## src/rtl/hazard_pkg.sv

```systemverilog
// Shared definitions for the pipeline hazard controller: Tuse/forward
// encodings, the scoreboard entry layout and the saturating Tnew decrement.
package hazard_pkg;

    localparam logic [3:0] TUSE_NONE = 4'd4;

    localparam logic [1:0] FWD_GRF = 2'd0;
    localparam logic [1:0] FWD_E   = 2'd1;
    localparam logic [1:0] FWD_M   = 2'd2;
    localparam logic [1:0] FWD_W   = 2'd3;

    typedef struct packed {
        logic [4:0] addr;
        logic [3:0] tnew;
    } sb_entry_t;

    function automatic logic [3:0] sat_dec(input logic [3:0] x);
        return (x != 4'd0) ? x - 4'd1 : 4'd0;
    endfunction

endpackage

```

## src/rtl/hazard_ctrl_md_busy_timer.sv

```systemverilog
// Countdown window for the multi-cycle mult/div unit; busy while a start is
// presented or the loaded count has not yet drained to zero.
module md_busy_timer #(
    parameter int MULT_CYCLES = 5,
    parameter int DIV_CYCLES  = 10,
    parameter int CW          = $clog2(((MULT_CYCLES > DIV_CYCLES) ? MULT_CYCLES : DIV_CYCLES) + 1)
) (
    input  logic          clk,
    input  logic          reset,
    input  logic          start_i,
    input  logic          is_div_i,
    output logic          busy_o,
    output logic [CW-1:0] count_o
);

    logic [CW-1:0] count_q, count_d;

    // A start always reloads, even mid-window.
    always_comb begin
        count_d = count_q;
        if (start_i) begin
            count_d = is_div_i ? CW'(DIV_CYCLES) : CW'(MULT_CYCLES);
        end else if (count_q != '0) begin
            count_d = count_q - CW'(1);
        end
    end

    always_ff @(posedge clk) begin
        if (reset) begin
            count_q <= '0;
        end else begin
            count_q <= count_d;
        end
    end

    assign busy_o  = !reset && (start_i || (count_q != '0));
    assign count_o = count_q;

endmodule

```

## src/rtl/hazard_ctrl.sv

```systemverilog
// Stall/forward controller for the 5-stage pipeline: tracks in-flight
// destinations per E/M/W stage and resolves them against decode-stage Tuse.
module hazard_ctrl #(
    parameter int         MULT_CYCLES = 5,
    parameter int         DIV_CYCLES  = 10,
    parameter logic [3:0] TUSE_NONE   = 4'd4,
    parameter int         CNT_W       = 16
) (
    input  logic             clk,
    input  logic             reset,
    input  logic [4:0]       d_rs_addr,
    input  logic [4:0]       d_rt_addr,
    input  logic [3:0]       d_rs_use,
    input  logic [3:0]       d_rt_use,
    input  logic [4:0]       d_dst_addr,
    input  logic [3:0]       d_dst_save,
    input  logic             d_md_use,
    input  logic             e_md_start,
    input  logic             e_md_is_div,
    output logic             stall,
    output logic             if_enable,
    output logic             id_enable,
    output logic             ex_flush,
    output logic [1:0]       fwd_rs_sel,
    output logic [1:0]       fwd_rt_sel,
    output logic             md_busy,
    output logic [CNT_W-1:0] stall_count
);
    import hazard_pkg::*;

    localparam int MD_CW = $clog2(((MULT_CYCLES > DIV_CYCLES) ? MULT_CYCLES : DIV_CYCLES) + 1);

    sb_entry_t        e_q, e_d, m_q, m_d, w_q, w_d;
    logic [CNT_W-1:0] cnt_q, cnt_d;
    logic             md_busy_w;
    logic [MD_CW-1:0] md_count_w;
    logic             stall_raw;
    logic [1:0]       rs_sel_raw, rt_sel_raw;

    md_busy_timer #(
        .MULT_CYCLES(MULT_CYCLES),
        .DIV_CYCLES (DIV_CYCLES),
        .CW         (MD_CW)
    ) u_md_timer (
        .clk     (clk),
        .reset   (reset),
        .start_i (e_md_start),
        .is_div_i(e_md_is_div),
        .busy_o  (md_busy_w),
        .count_o (md_count_w)
    );

    function automatic logic hit(input logic [4:0] op, input logic [3:0] use_v,
                                 input sb_entry_t x);
        return (x.addr != 5'd0) && (x.addr == op) && (use_v != TUSE_NONE);
    endfunction

    function automatic logic must_wait(input logic [4:0] op, input logic [3:0] use_v,
                                       input sb_entry_t x);
        return hit(op, use_v, x) && (use_v < x.tnew);
    endfunction

    // A matched E entry that is not ready yet hides older stages: its value
    // supersedes theirs, and the stall logic covers the wait.
    function automatic logic [1:0] src_sel(input logic [4:0] op, input logic [3:0] use_v,
                                           input sb_entry_t e, input sb_entry_t m,
                                           input sb_entry_t w);
        if (hit(op, use_v, e)) begin
            return (e.tnew == 4'd0) ? FWD_E : FWD_GRF;
        end
        if (hit(op, use_v, m) && (m.tnew == 4'd0)) begin
            return FWD_M;
        end
        if (hit(op, use_v, w)) begin
            return FWD_W;
        end
        return FWD_GRF;
    endfunction

    always_comb begin
        stall_raw  = must_wait(d_rs_addr, d_rs_use, e_q) || must_wait(d_rs_addr, d_rs_use, m_q) ||
                     must_wait(d_rt_addr, d_rt_use, e_q) || must_wait(d_rt_addr, d_rt_use, m_q) ||
                     (d_md_use && md_busy_w);
        rs_sel_raw = src_sel(d_rs_addr, d_rs_use, e_q, m_q, w_q);
        rt_sel_raw = src_sel(d_rt_addr, d_rt_use, e_q, m_q, w_q);
    end

    assign stall       = !reset && stall_raw;
    assign if_enable   = !stall;
    assign id_enable   = !stall;
    assign ex_flush    = stall;
    assign fwd_rs_sel  = reset ? FWD_GRF : rs_sel_raw;
    assign fwd_rt_sel  = reset ? FWD_GRF : rt_sel_raw;
    assign md_busy     = md_busy_w;
    assign stall_count = cnt_q;

    always_comb begin
        e_d = '0;
        if (!stall) begin
            e_d.addr = d_dst_addr;
            e_d.tnew = d_dst_save;
        end
        m_d.addr = e_q.addr;
        m_d.tnew = sat_dec(e_q.tnew);
        w_d.addr = m_q.addr;
        w_d.tnew = sat_dec(m_q.tnew);
        cnt_d    = stall ? cnt_q + CNT_W'(1) : cnt_q;
    end

    always_ff @(posedge clk) begin
        if (reset) begin
            e_q   <= '0;
            m_q   <= '0;
            w_q   <= '0;
            cnt_q <= '0;
        end else begin
            e_q   <= e_d;
            m_q   <= m_d;
            w_q   <= w_d;
            cnt_q <= cnt_d;
        end
    end

endmodule

```

## config.mk

```make
export PLATFORM = sky130hd
export DESIGN_NAME = hazard_ctrl
export DESIGN_NICKNAME = d
export VERILOG_FILES = /design/src/rtl/hazard_pkg.sv /design/src/rtl/hazard_ctrl_md_busy_timer.sv /design/src/rtl/hazard_ctrl.sv
export SDC_FILE = /design/constraint.sdc
export NUM_CORES = 1
export LEC_CHECK = 0
export CORE_AREA = 2 2 63 109
export CTS_CLUSTER_DIAMETER = 200
export DETAILED_ROUTE_END_ITERATION = 6
export DIE_AREA = 0 0 65 111
export MAX_ROUTING_LAYER = met4
export PLACE_DENSITY = 0.66
export SYNTH_ARGS = -nofsm -noshare
export SYNTH_HDL_FRONTEND = slang
export SYNTH_SLANG_ARGS = --single-unit
```

## constraint.sdc

```tcl
create_clock -name clk -period 6 [get_ports clk]
set_input_delay 1.2 -clock clk [delete_from_list [all_inputs] [get_ports clk]]
set_output_delay 1.2 -clock clk [all_outputs]
set_load 0.02 [all_outputs]
```

-- After elaboration in Yosys (flattened, before gate mapping)
Index checks and enable logic that the tools add are counted.
Widths: inputs -> output; s select.
- register bits: 43
- input port bits: 32
- output and inout port bits: 25
- word-level logic and storage cells: 91
- $add $sub $neg: 3
- magnitude comparators: 4
- equal/unequal tests: 8
- multiplexer cells: 30
- bitwise logic cells: 1
- reduce and logical (&&, ||, !) cells: 38
- operators with widths (kind ; count):
    $eq 5x5->1 ; 6
    $mux 2 ; 14
    $logic_and 1x1->1 ; 21
    $add 16x1->16 const B ; 1
    $lt 4x4->1 ; 4
    $reduce_bool 5->1 ; 3
    $mux 1 ; 13
    $mux 4 ; 3
    $logic_not 4->1 ; 2
    $ne 4x3->1 const B ; 2
    $reduce_bool 4->1 ; 2
    $sub 4x1->4 const B ; 2
    $logic_or 1x1->1 ; 5
    $reduce_or 2->1 ; 2
    $logic_not 1->1 ; 2
    $reduce_bool 2->1 ; 1
    $not 1->1 ; 1

-- Longest topological paths before layout
Gate-level depths: netlist of the first run.
- word-level depth: 12
- mapped depth: 13
- depth with buffers taken out: 9

-- Hierarchy
A second synthesis of the first run with hierarchy kept.
- cell total of the unflattened synthesis: 295
- area total of the unflattened synthesis: 2667.6 sq um
- by module, submodules not included (module ; instances ; cells each ; area an instance (sq um) ; seq. area each (sq um)):
    hazard_ctrl ; 1 ; 270 ; 2436.1 ; 780.7
    md_busy_timer ; 1 ; 25 ; 231.5 ; 80.1

-- Worst setup path after synthesis of the first run
OpenSTA, ideal clock, no wires.
- path kind: input port to output port
- start: input d_rs_use[2]
- end: output stall
- arrival: 3448 ps
- data required time: 4800 ps
- slack: 1352 ps
- stages on the path: 10
- path buffers: 4
- cells stage by stage: nor4b_1 or4_1 o32a_1 and3_1 buf_6 buf_6 buf_2 or2_2 inv_1 buf_4
- word-level cells in the longest chain between the ends: 8
- elaborated cells between the ends (all ways): 12
- those cells by class: order compare: 2; eq/ne: 1; reduce/logical: 9
- ends and longest elaborated chain (item ; RTL line ; text):
    start: declaration ; hazard_ctrl.sv:13 ; input logic [3:0] d_rs_use,
    branches (longest 3 deep; another with $lt 4x4->1) ; - ;
    $logic_or 1x1->1 (*) (2 in a row) ; hazard_ctrl.sv:81 ; stall_raw = must_wait(d_rs_addr, d_rs_use, e_q) || must_wait(d_rs_addr, d_rs_use, m_q) ||
    $logic_or 1x1->1 (*) (2 in a row) ; hazard_ctrl.sv:82 ; must_wait(d_rt_addr, d_rt_use, e_q) || must_wait(d_rt_addr, d_rt_use, m_q) ||
    $logic_and 1x1->1 (*) ; hazard_ctrl.sv:88 ; assign stall = !reset && stall_raw;
    end: declaration ; hazard_ctrl.sv:20 ; output logic stall,
Every way passes the cells marked *.

-- Final worst setup path of the first run
- start: input d_rt_addr[0]
- end: output stall
- word-level cells in the longest chain between the ends: 8
- elaborated cells between the ends (all ways): 12
- those cells by class: eq/ne: 2; reduce/logical: 10
- ends and longest elaborated chain (item ; RTL line ; text):
    start: declaration ; hazard_ctrl.sv:12 ; input logic [4:0] d_rt_addr,
    $eq 5x5->1 ; hazard_ctrl.sv:55 ; return (x.addr != 5'd0) && (x.addr == op) && (use_v != TUSE_NONE);
    $logic_and 1x1->1 (2 in a row) ; hazard_ctrl.sv:55 ;
    $logic_and 1x1->1 ; hazard_ctrl.sv:60 ; return hit(op, use_v, x) && (use_v < x.tnew);
    $logic_or 1x1->1 ; hazard_ctrl.sv:81 ;
    $logic_or 1x1->1 (*) (2 in a row) ; hazard_ctrl.sv:82 ;
    $logic_and 1x1->1 (*) ; hazard_ctrl.sv:88 ;
Every way passes the cells marked *; elsewhere a longest branch is shown, timed or not.

==> results of run 1 <==
## flip-flops by register name, indices dropped and copies added, names as in the netlist
| signal | flops |
|---|---|
| w_q | 5 |
| m_q | 9 |
| u_md_timer.count_o | 4 |
| e_q | 9 |
| stall_count | 16 |
## worst max-delay path by stage
stage / depth (start not counted) / start / to
2_1_floorplan: 10 / d_rs_use[2] / stall
3_3_place_gp: 9 / d_rt_addr[0] / ex_flush
3_5_place_dp: 9 / d_rt_addr[0] / stall
4_1_cts: 9 / d_rt_addr[0] / stall
5_1_grt: 9 / d_rt_addr[0] / stall
6_report: 9 / d_rt_addr[0] / stall
## report_power, final
group	total, uW	switching, uW	internal (uW)
Clock	304	108	196
Sequential	313	13.1	300
Combinational	137	68.1	69.2
## cell families after synthesis
| group | count (synthesis) | synth area share (%) |
|---|---|---|
| buffers and inverters | 26 | 4.97 |
| and+or+nand+nor | 108 | 24.7 |
| xor gates and xnor gates | 35 | 12.6 |
| adders and majority gates | 16 | 8.21 |
| muxes | 2 | 0.872 |
| AOI/OAI and AO/OA | 51 | 13.4 |
| DFF | 43 | 35.3 |
## critical path, cell delays in order
cell             delay, ps
clkdlybuf4s50_1        580
xnor2_1                150
nand4_1                170
nor4_1                 600
a22oi_1                280
and3_1                 290
or2_2                  300
inv_1                   70
clkdlybuf4s50_1        590
## per-layer routing
metal | part of all wire [%] | vias up
met5 | 0 | -
met4 | 3.2 | 0
met3 | 3.4 | 16
met2 | 54 | 51
met1 | 39 | 999
li1 | - | 1107
## metrics by stage
step                      util [%]  cell area [sq um]
after floorplan                  -               2440
after global placement        47.9               3060
after detailed placement      47.9               3060
after CTS                     50.6               3230
after global routing          50.6               3230
final                         50.6               3230
## cells in the final DEF, fill, tap and decap left out, types with 10 or more instances in the layout
cell type / netlist / routed
inv_1: 16 / 16
clkdlybuf4s50_1: 0 / 56
or4_1: 10 / 10
xor2_1: 16 / 16
nor2b_1: 13 / 13
a21oi_1: 20 / 20
dfxtp_1: 43 / 43
xnor2_1: 19 / 19
ha_1: 16 / 16
nand2_1: 10 / 10
nor2_1: 20 / 20
## cell type report
| class | instances | area share, % |
|---|---|---|
| Tap cell | 82 | 3.17 |
| Multi-Input combinational cell | 212 | 45.1 |
| Timing Repair Buffer | 59 | 18.0 |
| Sequential cell | 43 | 26.6 |
| Clock inverter | 3 | 1.35 |
| Clock buffer | 5 | 3.87 |
| Inverter | 16 | 1.86 |
==> impl_results.md, run 1 <==
- Outcome: finished clean
- Number of cells on the worst reg-to-reg path: 8
- Syn nets: about 330
- Root Driver: clkbuf_16
- Static Leak: 0.00120 uW
- Setup WS post-layout: about 560 ps
- Nets: 385
- Area of the core: roughly 6400 sq um
- Minimum clock period: 5440 ps
- Area delta synth->final: 32.5%
- Hold path depth: 1
- Detail Placement HPWL: between 4 and 5 mm
- First-pass GRT wire length: roughly 9.9 mm
- TritonCTS clock tree: done
- Post-Syn Area per Cell: between 8 and 9 sq um
- Ys Warns: 0
- ANT cells: 0
- Placed Instances: 412
- Hold Startpoint: e_q[0]$_SDFF_PP0_
- FF-to-FF End: e_q[1]$_SDFF_PP0_
- DR vias/cell: just over 5
- Vias in the first global route: 2227
- Final Hold Fails: 0
- Netlist cell types: a little over 40
- GRT Overall Usage: about 18%
- Reg2reg start: e_q[5]$_SDFF_PP0_
- Met2 Use GR: 32.6%
- Largest cells by area after synthesis: dfxtp_1 (35%), ha_1 (8.2%), xnor2_1 (6.8%), xor2_1 (5.7%), a21oi_1 (4.1%)
- WL/cell: roughly 14 microns
- Top_reg_cell synth: dfxtp_1
- Finished Layout Cells: 420
- CP Class: in2out
- R2r setup slk: around 3100 ps
- Setup bufs post-CTS: 0
- Remaining routing DRC violations: 0
- Share of layout cells above drive strength 1: 4.44%
- Clock Path Buffers: 2
- Vias: 2173
- CTS sink count: 43
- Worst Skew: approximately 2.7 ps
- Cell row count: 39
- Resize count post-CTS: 0
- Top-area cell type share of the netlist area: a little over a third
- Drt total wl: around 6.0 mm
- Synth async-reset ratio: 0%
- Synthesized instance count: between 200 and 300
- H-Tree Depth: 2
- Crit share post-route: 90.6%
- Kind of end point of the critical path: output port
- Die Y: roughly 110 microns
- CTS buffer count: 5
- Final setup vio count: 0
- Hold WC Path Type: reg2reg
- Post-synthesis sequential area ratio: approximately a third
- Total grt overflow: 0
- Setup TNS: 0 ps
- 1st-pass router iterations: 4
- Max_cap viols: 0
- Placer Congestion: about 0.89
- Mapped cell area: about 2400 sq um
- Die ar.: between 7000 and 8000 sq um
- Yosys top cell by area: dfxtp_1
- CP Launch Type: primary input
- Die Width: about 65 microns
- Final Slew Violations: 0
- Crit-path max FO: 4
- Largest net degree at the start of global routing: 40
- Pin slew with the least headroom to its limit: 791 ps
- # IOs: 57
- Worst hold endpoint: m_q[0]$_SDFF_PP0_
- Initial core utilization: a little under two fifths
- Busiest grt layer: met2
- First-iteration detailed-routing DRC count: 57
- Met3 Track Usage GR: under 10%
- Count leader, synth: dfxtp_1
- Antenna violations before repair: 0
- EDFF count, synth: 0
- Relative slew slack: approximately 47%
- Fill count: approximately 640
- Clk_lat worst skew: between 200 and 300 ps
- Highest Clock Rate: around 0.18 GHz
- Sequential cell area: 861 sq um
- Port bufs: 56
- CP arrival: around 4200 ps
- Met1 GRT Util: 18.2%
- Power Density: between 200 and 250 nW/um^2
- Seq cells post-synth: 43
- Tot Pwr: roughly 750 uW
- CTS clk-pin slew, worst paths: 60 ps
- Top post-synthesis cells by count: dfxtp_1 (43), a21oi_1 (20), nor2_1 (20), xnor2_1 (19)
- Multi-input combinational cell area: around 1500 sq um
- Final hold slack: 486 ps
- CTS hold repair buffers: 0
- DP Worst Slack: ~440 ps
- DRT antenna net count: 0
- Maximum vdd drop: around 210 uV
- RSZ-0062 raised after global routing: no
- CP required: 4800 ps
No activity file was read; power rests on OpenSTA's default activity.
==> run 2: changes to the inputs <==
--- a/config.mk
+++ b/config.mk
@@ -14,3 +14,4 @@
 export SYNTH_ARGS = -nofsm -noshare
 export SYNTH_HDL_FRONTEND = slang
 export SYNTH_SLANG_ARGS = --single-unit
+export TNS_END_PERCENT = 100
==> constraint.sdc (replaced) <==
create_clock -name clk -period 6.3 [get_ports clk]
set_input_delay 1.26 -clock clk [delete_from_list [all_inputs] [get_ports clk]]
set_output_delay 1.26 -clock clk [all_outputs]
set_load 0.02 [all_outputs]
==> run 2 against run 1 <==
Net effect:
- sequential power down 5%
- flip-flop and latch count unchanged
- worst hold slack worse by 6.1 ps
- critical path type unchanged
- critical endpoint unchanged
- highest routed layer unchanged
==> impl_results.md, run 2 (synthesis results as in run 1) <==
- Die ar.: 7220 sq um
- Setup TNS: 0 ps
- Minimum clock period: around 5600 ps
- Most common cell after layout, fill and taps aside: clkdlybuf4s50_1
- Total grt overflow: 0
- Hold Startpoint: e_q[0]$_SDFF_PP0_
- CTS clk-pin slew, worst paths: about 60 ps
- Antenna violations before repair: 0
- Largest net degree at the start of global routing: 40
- Most frequent cells in the layout: clkdlybuf4s50_1 (56), dfxtp_1 (43), nor2_1 (20), a21oi_1 (20), xnor2_1 (19)
- CP required: 5040 ps
- TritonCTS clock tree: done
- Nets: roughly 390
- Top delay family on crit path: simple AND/OR/NAND/NOR gates
- CP max-delay cell: nor4_1
- Top cell by count, worst path: clkdlybuf4s50_1
- FF-to-FF End: e_q[4]$_SDFF_PP0_
- DRT antenna net count: 0
- RSZ-0062 raised after global routing: no
- ANT cells: 0
- CTS hold repair buffers: 0
- Kind of end point of the critical path: output port
- H-Tree Depth: 2
- Hold WC Path Type: reg2reg
- Hold path depth: 1
- Drt total wl: approximately 6 mm
- Resize count post-CTS: 0
- DP Worst Slack: ~620 ps
- Detail Placement HPWL: ~4.7 mm
- Clock Path Buffers: 2
- Vias: approximately 2200
- Vias in the first global route: ~2300
- CP arrival: ~4300 ps
- Port bufs: 56
- First-pass GRT wire length: 10.0 mm
- Finished Layout Cells: 420
- Share of layout cells above drive strength 1: under 10%
- Die Width: around 65 microns
- R2r setup slk: around 3400 ps
- CTS buffer count: 5
- Sequential cell area: between 800 and 900 sq um
- Crit share post-route: between 80% and 90%
- Crit-path cells: clkdlybuf4s50_1 -> xnor2_1 -> nand4_1 -> nor4_1 -> a22oi_1 -> and3_1 -> or2_2 -> inv_1 -> clkdlybuf4s50_1
- Max reg flops: 16
- Initial core utilization: a little under two fifths
- CTS sink count: 43
- Final setup vio count: 0
- 1st-pass router iterations: 4
- Area delta synth->final: 32.7%
- Highest Clock Rate: around 0.18 GHz
- Relative slew slack: between 40% and 50%
- Static Leak: approximately 0.0012 uW
- Outcome: finished clean
- WP buf/inv: 3
- Max_cap viols: 0
- Cell row count: 39
- Fill count: ~630
- Final Slew Violations: 0
- Worst hold endpoint: m_q[0]$_SDFF_PP0_
- Placer Congestion: 0.887
- First-iteration detailed-routing DRC count: 75
- Reg2reg start: e_q[5]$_SDFF_PP0_
- CP Launch Type: primary input
- GRT Overall Usage: 18.1%
- Worst Skew: roughly 2.4 ps
- Root Driver: clkbuf_16
- Final Hold Fails: 0
- CP peak stage delay: ~640 ps
- Pin slew with the least headroom to its limit: ~800 ps
- Die Y: ~110 microns
- # IOs: 57
- Remaining routing DRC violations: 0
- Multi-input combinational cell area: 1460 sq um
- DR vias/cell: between 5 and 6
- Maximum vdd drop: approximately 200 uV
- Setup bufs post-CTS: 0
- Crit-path max FO: 4
- Area of the core: ~6400 sq um
- Placed Instances: just over 400
- Clk_lat worst skew: 280 ps
- Power Density: 224 nW/um^2
- Setup WS post-layout: 725 ps
- WL/cell: around 14 microns
- Number of cells on the worst reg-to-reg path: 8
- CP Class: in2out
-- run 2: cell count changes in the layout (fill, tap and decap cells not counted) --
cell,change
clkinv_4,-1
clkbuf_8,+1
-- run 2: metal layers --
layer  GRT usage (%)  share of wire [%]  routed length [microns]
met4            10.2                4.4                      269
met2            33.2                 53                     3200
met1            17.5                 39                     2390
met5               -                  0                        0
met3            2.64                3.4                      208
-- run 2: worst reg2reg max path, delay by kind of cell (launching register included) --
family	cells	cell delay, ps
and+or+nand+nor	6	1900
DFF	1	370
AOI/OAI and AO/OA	1	320
buffers and inverters	1	270
-- run 2: area by class of cell --
type	instances	area share, %
multi-input combinational	212	45.0
inverter	16	1.85
tap	82	3.17
sequential	43	26.6
timing repair buffer	59	18.0
clock inverter	2	1.08
clock buffer	6	4.29
-- run 2: power breakdown --
group,internal (uW),switching [uW]
combinational,66.0,65.4
sequential,285,12.8
clock,197,99.9
total,548,178
-- run 2: worst max path at each step --
stage | cells after the start | end | slack [ps] | from
global route | 9 | stall | 530 | d_rt_addr[0]
CTS | 9 | stall | 610 | d_rt_addr[0]
floorplan | 10 | stall | 1530 | d_rs_use[2]
finish | 9 | stall | 730 | d_rt_addr[0]
global placement | 9 | ex_flush | 630 | d_rt_addr[0]
detailed placement | 9 | stall | 620 | d_rt_addr[0]
-- run 2: stage by stage --
stage               utilization, %  power [uW]  hold WS, ps  instance area (sq um)
global route                  50.7         762          510                   3240
detailed placement            47.9         436          478                   3060
global placement              47.9         434          467                   3060
finish                        50.7         726          479                   3240
floorplan                        -         384          426                   2440
CTS                           50.7         737          485                   3240
